File: src/rtl/pipeline_pkg.sv
// Shared definitions for the core's pipeline register slices.
package pipeline_pkg;

  localparam int unsigned OccupancyWidth = 2;
  localparam int unsigned SkidDepth      = 2;

  typedef enum logic [1:0] {
    EMPTY = 2'd0,
    ONE   = 2'd1,
    FULL  = 2'd2
  } pipeline_skid_state_e;

  function automatic logic [OccupancyWidth-1:0] skid_occupancy(pipeline_skid_state_e st);
    unique case (st)
      EMPTY:   skid_occupancy = 2'd0;
      ONE:     skid_occupancy = 2'd1;
      FULL:    skid_occupancy = 2'd2;
      default: skid_occupancy = 2'd0;
    endcase
  endfunction

endpackage

File: src/rtl/pipeline_skid.sv
// Two-entry valid/ready slice with a registered ready; the skid entry catches the
// beat already in flight when downstream stalls.
module pipeline_skid
  import pipeline_pkg::*;
#(
  parameter int unsigned DATAWIDTH = 32
) (
  input  logic                      clk_i,
  input  logic                      arst_ni,
  input  logic                      clear_i,
  input  logic [DATAWIDTH-1:0]      data_in_i,
  input  logic                      data_in_valid_i,
  output logic                      data_in_ready_o,
  output logic [DATAWIDTH-1:0]      data_out_o,
  output logic                      data_out_valid_o,
  input  logic                      data_out_ready_i,
  output logic [OccupancyWidth-1:0] occupancy_o
);

`ifdef SIMULATION
  initial begin
    if (DATAWIDTH < 1) $fatal(1, "pipeline_skid: DATAWIDTH must be at least 1");
  end
`endif

  pipeline_skid_state_e state_q, state_d;
  logic                 ready_q, ready_d;
  logic [DATAWIDTH-1:0] main_q, main_d;
  logic [DATAWIDTH-1:0] skid_q, skid_d;
  logic                 in_fire, out_fire;

  // Both outputs are masked by clear and reset, so neither fire can happen then.
  assign data_in_ready_o  = ready_q & ~clear_i & arst_ni;
  assign data_out_valid_o = (state_q != EMPTY) & ~clear_i & arst_ni;
  assign data_out_o       = main_q;
  assign occupancy_o      = skid_occupancy(state_q);

  assign in_fire  = data_in_valid_i & data_in_ready_o;
  assign out_fire = data_out_valid_o & data_out_ready_i;

  always_comb begin
    state_d = state_q;
    main_d  = main_q;
    skid_d  = skid_q;
    unique case (state_q)
      EMPTY: begin
        if (in_fire) begin
          main_d  = data_in_i;
          state_d = ONE;
        end
      end
      ONE: begin
        if (in_fire && out_fire) begin
          main_d = data_in_i;
        end else if (in_fire) begin
          skid_d  = data_in_i;
          state_d = FULL;
        end else if (out_fire) begin
          state_d = EMPTY;
        end
      end
      FULL: begin
        if (out_fire) begin
          main_d  = skid_q;
          state_d = ONE;
        end
      end
      default: state_d = EMPTY;
    endcase
    if (clear_i) state_d = EMPTY;
    // Ready depends only on registered state, never on this cycle's data_out_ready_i.
    ready_d = (state_d != FULL);
  end

  always_ff @(posedge clk_i or negedge arst_ni) begin
    if (!arst_ni) begin
      state_q <= EMPTY;
      ready_q <= 1'b1;
      main_q  <= '0;
      skid_q  <= '0;
    end else begin
      state_q <= state_d;
      ready_q <= ready_d;
      main_q  <= main_d;
      skid_q  <= skid_d;
    end
  end

endmodule
File: config.mk
export PLATFORM = sky130hd
export DESIGN_NAME = pipeline_skid
export DESIGN_NICKNAME = d
export VERILOG_FILES = /design/src/rtl/pipeline_pkg.sv /design/src/rtl/pipeline_skid.sv
export SDC_FILE = /design/constraint.sdc
export NUM_CORES = 1
export LEC_CHECK = 0
export BUFFER_PORTS_ARGS = -buffer_cell sky130_fd_sc_hd__buf_2
export CORE_MARGIN = 2
export CORE_UTILIZATION = 50
export CTS_BUF_LIST = sky130_fd_sc_hd__clkbuf_8
export CTS_CLUSTER_DIAMETER = 100
export DETAILED_ROUTE_END_ITERATION = 10
export PLACE_DENSITY_LB_ADDON = 0.3
export REMOVE_ABC_BUFFERS = 1
export SLEW_MARGIN = 20
export SYNTH_ARGS = -nofsm -noshare
export SYNTH_HDL_FRONTEND = slang
export SYNTH_SLANG_ARGS = --single-unit
File: constraint.sdc
create_clock -name clk_i -period 2.3 [get_ports clk_i]
set_input_delay 0.115 -clock clk_i [delete_from_list [all_inputs] [get_ports clk_i]]
set_output_delay 0.115 -clock clk_i [all_outputs]
set_load 0.01 [all_outputs]
Word-level counts from Yosys, hierarchy flattened
Index checks and enable logic that the tools add are counted.

Input bits: 37. Register bits: 67.

Equal/unequal tests: 6. Mux-type cells: 12. Reductions and logical operators: 6. Bitwise operators: 8.

Operators with widths (number): 32-bit two-way mux (3); 32-bit case mux with 3 select lines (1); 2-bit two-way mux (6); 2-bit != test, second input constant (4); 1-bit AND (6); 2-bit case mux with 3 select lines (1); 2-bit case mux with 2 select lines (1); 4-bit AND reduction (1); 3-bit AND reduction (1); 3-bit nonzero test (1); 2-bit by 1-bit == test with 1-bit output, second input constant (1); 2-bit == test, second input constant (1); 2-bit zero test (1); 1-bit NOT (2); 2-bit nonzero test (1); 1-bit logical AND (1).

Logic depth before layout (Yosys ltp)
Gate-level depths: netlist (run 1).

Depth in word-level cells: 10. Gate-level depth with buffers: 7.

Least setup slack after synthesis (run 1)
Ideal clock, no wire load.

Kind: register to register. From: register ready_q. To: register skid_q[6]. Arrival: 1436 ps. Stages on the path, launching flop included: 6. Slack: 737 ps. Period minus slack after synthesis: 1563 ps. Cell sequence: dfstp_2 > nand4b_2 > nor3b_2 > nand2_2 > buf_6 > mux2_1.

Cells in the longest elaborated chain, start to end: 6.

Ends and longest elaborated chain: start: declaration (RTL line pipeline_skid.sv:27) `logic ready_q, ready_d;`; start signal: assignment (RTL line pipeline_skid.sv:83) `ready_q <= ready_d;`; 1-bit AND * (2 in series) (RTL line pipeline_skid.sv:33) `assign data_in_ready_o = ready_q & ~clear_i & arst_ni;`; 1-bit AND * (RTL line pipeline_skid.sv:38) `assign in_fire = data_in_valid_i & data_in_ready_o;`; 1-bit logical AND (RTL line pipeline_skid.sv:53) `if (in_fire && out_fire) begin`; 1-bit NOT (no line); 3-bit AND reduction (no line) *; end signal: assignment (RTL line pipeline_skid.sv:85) `skid_q <= skid_d;`; end: declaration (RTL line pipeline_skid.sv:29) `logic [DATAWIDTH-1:0] skid_q, skid_d;`.

Mark *: on every way between the ends. The rest lies on a longest branch, timed or not. A chain may end at the register's enable or synchronous reset.

Final worst setup path (run 1)
From: input arst_ni. To: register skid_q[29].

Cells in the longest elaborated chain, start to end: 5.

Ends and longest elaborated chain: start: declaration (RTL line pipeline_skid.sv:9) `input logic arst_ni,`; 1-bit AND (on tied branches) (RTL line pipeline_skid.sv:33, pipeline_skid.sv:34); 1-bit AND (on tied branches) (RTL line pipeline_skid.sv:38, pipeline_skid.sv:39); 1-bit logical AND (RTL line pipeline_skid.sv:53); 1-bit NOT (no line); 3-bit AND reduction (no line) *.

Marks and branches as above.

==> results of run 1 <==
-- through the flow --
step / util, % / power, mW / cell area (sq um) / setup WS [ns]
2_1_floorplan: - / 1.86 / 2850 / -2.22
3_3_place_gp: 58.1 / 2.11 / 3400 / 0.498
3_5_place_dp: 58.1 / 2.14 / 3400 / 0.424
4_1_cts: 61.6 / 3.10 / 3600 / 0.384
5_1_grt: 61.6 / 3.24 / 3600 / 0.282
6_report: 61.6 / 3.08 / 3600 / 0.413
-- layer usage --
layer	wire length, um	up-vias	global-route usage (%)
met1	2870	1038	26.9
met2	2940	57	31.9
li1	-	990	-
met3	261	7	3.67
met5	0	-	0
met4	72	0	8.64
-- layout make-up --
type	instances	share of cell area, %
clock buffers	11	4.20
clock inverters	4	1.18
inverters	1	0.104
multi-input cells	148	32.8
flip-flops and latches	67	46.6
well taps	75	2.61
repair buffers	82	12.6
-- cells in the final DEF (no fill, tap or decap), drive strengths merged, types with 2 or more instances in the layout --
master and n:
nand2 2, mux2i 32, nor3b 2, clkbuf 11, nor2 2, a21oi 66, o21bai 2, nor2b 2
o21ai 2, mux2 32, dfrtp 66, buf 81, inv 3
-- cells in the mapped netlist, drive strengths merged --
master and count:
nor2b 2, nand3 1, buf 14, a21oi 66
nor2 2, and2 1, dfstp 1, dfrtp 66
nand3b 1, mux2i 32, o21ai 2, nand2 2
o21bai 2, inv 1, clkbuf 3, nand4b 1
mux2 32, nor3b 2, and3 1, and3b 1
-- worst paths after layout --
check                      startpoint              to  cells after the start
setup / recovery              arst_ni      skid_q[29]                      7
min in group asynchronous     arst_ni  data_out_o[15]                      2
hold / removal                clear_i      state_q[0]                      2
setup reg to reg              ready_q      skid_q[29]                      5
hold reg to reg            skid_q[23]      skid_q[23]                      1
max in group asynchronous     arst_ni      skid_q[16]                      3
-- worst register-to-register path: cells and delay by family (launching register included) --
| kind | cells | cell delay, ns |
|---|---|---|
| buf+inv | 1 | 0.27 |
| simple gates | 3 | 0.68 |
| mux | 1 | 0.28 |
| flops | 1 | 0.54 |
-- power by group through the flow --
stage                     combinational (mW)  sequential (mW)  clock [mW]
final                                  0.567             1.54       0.970
after global routing                   0.638             1.57        1.03
after CTS                              0.578             1.54       0.981
after detailed placement               0.576             1.56           0
after global placement                 0.557             1.56           0
after floorplan                        0.265             1.60           0
-- cells by family (layout without fill, tap and decap cells) --
group           after synthesis  count (layout)  synth area share [%]
compound gates               70              70                  13.1
flops                        67              67                  56.3
mux                          64              64                  22.9
buf+inv                      18              98                  4.41
simple gates                 14              14                  3.32
-- registers in the layout, indices dropped and copies added, names as in the netlist --
register    flops
state_q         2
data_out_o     32
skid_q         32
ready_q         1
-- what timing repair did --
| action | in CTS | in global routing |
|---|---|---|
| hold endpoints to repair | 8 | 0 |
| hold buffers | 1 | 0 |
| gates resized for setup | 0 | 0 |
==> results.toml, run 1 <==
[detailed_routing]
firstDrtPassIters = 4
viasPerCell = 5.39
drc = 0
vias = 2092
drtAntennaViolNets = 0
post_drt_wl_per_cell_um = 15.8
initialDrtViolationCount = 82
wl_um = 6150

[clock_network]
cts_tree = "yes"
worstSkewPairLatency_ns = 0.33
cts_made_buffers = 9
cts_sinks = 67
root_buffer = "clkbuf_8"
post_cts_buffers = 0
clkTransAtPathRegs_ns = 0.07
cts_htree_levels = 3
cts_buffer_depth = 2

[critical_path]
end_kind = "flop"
critPathSlowestCell = "dlygate4sd3_1"
regToRegSetupSlack_ns = 0.42
critical_path.top_delay_family = "buffers and inverters"
path_max_fanout = 19
critPathBufInv = 3
worstSetupPathType = "input pin to flop"
cp-start-kind = "input pin"
path_cells = "dlygate4sd3_1, buf_4, nand4b_2, nor3b_2, nand2_2, buf_12, mux2_2"
cpPeakStageDelay_ns = 0.53
arrival_ns = 2.10
required_ns = 2.52

[global_route]
grt_pass1_vias = 2059
gr-total-overflow = 0
grt_max_degree = 62
grt_pass1_wl_um = 9850
gr-usage-all-layers_pct = 20.0
antenna_found_initial = 0

[power]
p_switching_mw = 0.837
power.density_mw_per_mm2 = 855
pwr-share-comb_pct = 18.4
clkPwrFrac_pct = 31.5
intPower_mw = 2.24
p_leak_nw = 1.65
p_sw_share_pct = 27.2
seq_power_share_pct = 50.1
max-vdd-ir-drop_mv = 0.460

[yosys]
synth_cell_types = 28
yosysWarnings = 0
synth_largest_area_cell = "dfrtp_1"
yosys-top-cells-area = "dfrtp_1 55%, mux2_2 12%, mux2i_1 11%, a21oi_1 9.7%, buf_6 2.6%"
yosysSeqAreaShare_pct = 56.3
yosys.area.top_type_share_pct = 55.5
synthCells = 233
synth.ff_latch_count = 67
synth.avg_cell_area_sq_um = 12.8
syn_area_sq_mm = 0.00298

[final_layout]
drive_above_1_share_pct = 44.7
register_area_sq_mm = 0.00168
area_growth_pct = 21.0
fillers = 484
instances_no_fill = 388
multi_input_area_sq_mm = 0.00118
layout.nets = 346
antenna_cells = 0

[timing]
finalCritPeriodShare_pct = 82.0
clock_skew_ns = 0.00539
slew_headroom_pct = 49.7
rsz0062_at_grt = "false"
hold_ws_ns = 0.00863
finalSetupViolCount = 0
fin_setup_tns_ns = 0
period_minus_slack_ns = 1.89
fmax_mhz = 530
hold_violations = 0
drv_slew = 0
worstMarginPinSlew_ns = 0.755

[die]
start_util_pct = 50.9
die_x_um = 81.2
ioPinCount = 73
dieHeight_um = 81.2
core-area_sq_mm = 0.00585
rows = 28
die_area_sq_mm = 0.00659

[place]
portBuffers = 72
hpwl_um = 4010
dp.cells = 372
gp_congestion = 0.697

[job]
max_cap_violations = 0

[run_status]
status = "completed"

[min_path]
hold_class = "input pin to flop"
No activity file was read; power rests on OpenSTA's default activity.
==> run 2, diff against run 1 <==
==> constraint.sdc (replaced) <==
create_clock -name clk_i -period 2 [get_ports clk_i]
set_input_delay 0.1 -clock clk_i [delete_from_list [all_inputs] [get_ports clk_i]]
set_output_delay 0.1 -clock clk_i [all_outputs]
set_load 0.01 [all_outputs]
==> results.toml, run 2 (synthesis results as in run 1) <==
[run_status]
status = "completed"

[power]
p_switching_mw = 0.953
pwr-share-comb_pct = 18.9
power.density_mw_per_mm2 = 962
p_sw_share_pct = 26.9
p_leak_nw = 1.69
max-vdd-ir-drop_mv = 0.622
clkPwrFrac_pct = 31.0
seq_power_share_pct = 50.1
intPower_mw = 2.59

[final_layout]
drive_above_1_share_pct = 43.9
area_growth_pct = 23.6
final_util_pct = 62.9
final_cell_mix = "71 x buf_2, 66 x dfrtp_1, 58 x a21oi_1"
antenna_cells = 0
mostFrequentLayoutCell = "buf_2"
layout.nets = 354

[critical_path]
required_ns = 2.25
regToRegSetupSlack_ns = 0.24
arrival_ns = 2.01
r2r_end = "state_q[0]"
critPathSlowestCell = "dfrtp_1"
rr_startpoint = "state_q[1]"
path_max_fanout = 23
worstSetupPathType = "flop to flop"
cp-startpoint = "state_q[1]"
critPathBufInv = 1
rr_worst_depth = 5
cp-start-kind = "flop"
critical_path.top_delay_family = "flip-flops"
end_kind = "flop"
cpPeakStageDelay_ns = 0.50
path_cells = "nor2b_4, o21bai_2, buf_4, nand3_1, a21oi_1"

[detailed_routing]
drc = 0
drtAntennaViolNets = 0
initialDrtViolationCount = 92
wl_um = 6200
firstDrtPassIters = 4
post_drt_wl_per_cell_um = 15.7
vias = 2107
viasPerCell = 5.32

[job]
max_cap_violations = 0

[timing]
hold_violations = 0
drv_slew = 0
hold_ws_ns = 0.0160
fmax_mhz = 568
finalCritPeriodShare_pct = 88.0
period_minus_slack_ns = 1.76
finalSetupViolCount = 0
rsz0062_at_grt = "false"
clock_skew_ns = 0.00799
worstMarginPinSlew_ns = 0.753
slew_headroom_pct = 49.8
timing.final.ws_setup_ns = 0.239

[global_route]
gr-usage-all-layers_pct = 20.0
grt_pass1_vias = 2032
gr-total-overflow = 0
grt_pass1_wl_um = 9750
grt_max_degree = 62
antenna_found_initial = 0

[place]
gp_congestion = 0.725
dp_slack_ns = 0.283
portBuffers = 72
hpwl_um = 4040

[die]
dieHeight_um = 81.2
core-area_sq_mm = 0.00585
die_x_um = 81.2
start_util_pct = 50.9
die_area_sq_mm = 0.00659
ioPinCount = 73
rows = 28

[clock_network]
post_cts_resize_count = 0
cts_htree_levels = 3
root_buffer = "clkbuf_8"
cts_made_buffers = 9
worstSkewPairLatency_ns = 0.33
cts_tree = "yes"
cts_buffer_depth = 2
clkTransAtPathRegs_ns = 0.07
cts_sinks = 67

[min_path]
hold_end = "skid_q[13]"
hold_path_depth = 2
worstHoldStart = "data_in_i[13]"
hold_class = "input pin to flop"
-- run 2: cell count changes in the layout (fill, tap and decap cells not counted) --
cell | before | now
dlygate4sd3_1 | 1 | 8
buf_4 | 9 | 10
-- run 2: power groups by stage --
stage | clock, mW | sequential [mW] | combinational (mW)
floorplan | 0 | 1.84 | 0.305
detailed placement | 0 | 1.80 | 0.666
finish | 1.10 | 1.77 | 0.668
global route | 1.18 | 1.80 | 0.749
CTS | 1.13 | 1.78 | 0.679
global placement | 0 | 1.79 | 0.640
-- run 2: cell type report --
| type | instances | area [sq um] |
|---|---|---|
| clock inverter | 4 | 42.5 |
| timing repair buffer | 90 | 531 |
| fill | 473 | 2170 |
| inverter | 1 | 3.75 |
| sequential | 67 | 1680 |
| multi-input combinational | 148 | 1180 |
| clock buffer | 11 | 151 |
| tap | 75 | 93.8 |
-- run 2: timing repair --
action	in CTS	in global routing
hold buffers	8	0
buffers inserted	0	0
hold endpoints to repair	15	0
-- run 2: stage by stage --
stage / instances / area (sq um) / TNS, ns / power (mW)
floorplan: 216 / 2850 / -85.22 / 2.14
global placement: 373 / 3410 / 0 / 2.43
CTS: 396 / 3680 / 0 / 3.58
global route: 396 / 3680 / 0 / 3.73
finish: 396 / 3680 / 0 / 3.54
detailed placement: 373 / 3410 / 0 / 2.46
-- run 2: worst max path at each step --
stage               cells past startpoint             end
floorplan                               4   data_out_o[0]
global placement                        5       skid_q[6]
detailed placement                      5  data_out_o[25]
CTS                                     5      state_q[0]
global route                            6      state_q[1]
finish                                  5      state_q[0]
-- run 2: metal layers --
metal	track usage (%)	wire, um
met5	0	0
met4	5.93	87
met2	31.2	2850
met3	6.89	392
met1	26.7	2870
==> run 3, diff against run 2 <==
--- a/config.mk
+++ b/config.mk
@@ -6,12 +6,14 @@
 export NUM_CORES = 1
 export LEC_CHECK = 0
 export BUFFER_PORTS_ARGS = -buffer_cell sky130_fd_sc_hd__buf_2
+export CORE_ASPECT_RATIO = 1.2
 export CORE_MARGIN = 2
 export CORE_UTILIZATION = 50
 export CTS_BUF_LIST = sky130_fd_sc_hd__clkbuf_8
 export CTS_CLUSTER_DIAMETER = 100
 export DETAILED_ROUTE_END_ITERATION = 10
 export PLACE_DENSITY_LB_ADDON = 0.3
+export RECOVER_POWER = 50
 export REMOVE_ABC_BUFFERS = 1
 export SLEW_MARGIN = 20
 export SYNTH_ARGS = -nofsm -noshare
==> results.toml, run 3 (synthesis results as in run 1) <==
[power]
p_leak_nw = 1.59
power.density_mw_per_mm2 = 919
pwr-share-comb_pct = 18.8
clkPwrFrac_pct = 28.0
p_switching_mw = 0.926
p_sw_share_pct = 27.8
max-vdd-ir-drop_mv = 0.481
intPower_mw = 2.41
seq_power_share_pct = 53.2

[clock_network]
cts_sinks = 67
cts_htree_levels = 3
post_cts_buffers = 0
clkTransAtPathRegs_ns = 0.06
cts_made_buffers = 9
worstSkewPairLatency_ns = 0.34
cts_tree = "yes"
post_cts_resize_count = 0
root_buffer = "clkbuf_8"
cts_buffer_depth = 2
postCtsHoldBufs = 8

[die]
ioPinCount = 73
die_x_um = 74.5
dieHeight_um = 88.5
die_area_sq_mm = 0.00659
rows = 30
start_util_pct = 52.2
core-area_sq_mm = 0.00571

[global_route]
grt_pass1_vias = 1996
antenna_found_initial = 0
gr-total-overflow = 0
gr-usage-all-layers_pct = 19.9
grt_pass1_wl_um = 9690
grt_max_degree = 65

[final_layout]
area_growth_pct = 21.9
final_util_pct = 63.6
layout.nets = 357
final_area_sq_mm = 0.00363
antenna_cells = 0
mostFrequentLayoutCell = "dfrtp_1"
final_cell_mix = "66 x dfrtp_1, 58 x a21oi_1, 37 x buf_2"
drive_above_1_share_pct = 33.3

[timing]
drv_slew = 0
fmax_mhz = 560
finalSetupViolCount = 0
slew_headroom_pct = 42.8
worstMarginPinSlew_ns = 0.858
finalCritPeriodShare_pct = 89.2
clock_skew_ns = 0.00866
rsz0062_at_grt = "false"
period_minus_slack_ns = 1.78
hold_violations = 0
timing.final.ws_setup_ns = 0.216

[detailed_routing]
drtAntennaViolNets = 0
wl_um = 6090
viasPerCell = 5.18
firstDrtPassIters = 4
post_drt_wl_per_cell_um = 15.2
initialDrtViolationCount = 124
vias = 2077
drc = 0

[critical_path]
worstSetupPathType = "input pin to flop"
required_ns = 2.22
arrival_ns = 2.00
end_kind = "flop"
path_max_fanout = 22
cp-start-kind = "input pin"

[run_status]
status = "completed"

[place]
dpl_cell_area_sq_mm = 0.00343
hpwl_um = 4010
portBuffers = 72
dp_slack_ns = 0.246
gp_congestion = 0.807

[job]
max_cap_violations = 0

[min_path]
hold_class = "input pin to flop"
==> run 3: power groups by stage <==
stage                     Combinational (mW)  Sequential, mW  Clock, mW
final                                  0.626            1.77      0.935
after global routing                   0.699            1.81       1.01
after CTS                              0.675            1.77      0.961
after detailed placement               0.662            1.79          0
after global placement                 0.643            1.78          0
after floorplan                        0.305            1.84          0
==> run 3: worst max-delay path, stage by stage <==
cell and delay [ns]:
dlygate4sd3_1 0.53, buf_2 0.15, nand4b_2 0.26, nor3b_2 0.27, nand2_2 0.18, buf_12 0.21, mux2_1 0.30
==> run 3: routing by layer <==
| layer | part of all wire (%) | track usage, % | wire length [um] |
|---|---|---|---|
| met5 | 0 | 0 | 0 |
| met4 | 1.8 | 9.25 | 112 |
| met3 | 4.4 | 4.67 | 267 |
| met2 | 49 | 30.9 | 2980 |
| met1 | 45 | 26.5 | 2730 |
==> run 3: layout make-up <==
class / instances / area, sq um
fill: 504 / 2080
clock buffer: 11 / 151
tap: 80 / 100
timing repair buffer: 93 / 513
clock inverter: 1 / 3.75
sequential: 67 / 1680
multi-input combinational: 148 / 1180
inverter: 1 / 3.75
==> run 3: final timing paths <==
path | startpoint | endpoint | slack [ns] | depth (start not counted)
worst max-delay path | clear_i | skid_q[6] | 0.22 | 7
worst min-delay path | data_in_i[3] | skid_q[3] | 0.01 | 2
worst max register to register | ready_q | skid_q[6] | 0.23 | 5
worst min register to register | skid_q[6] | skid_q[6] | 0.49 | 1
max in group asynchronous | arst_ni | data_out_o[8] | 0.80 | 3
min in group asynchronous | arst_ni | state_q[0] | 0.13 | 2
==> run 3: stage by stage <==
stage	TNS, ns	hold WS (ns)	power, mW	cells
floorplan	-85.22	-0.196	2.14	216
global placement	0	-0.0700	2.43	380
detailed placement	0	-0.0685	2.45	380
CTS	0	0.000124	3.41	400
global route	0	0.000660	3.52	401
finish	0	0.00991	3.34	401
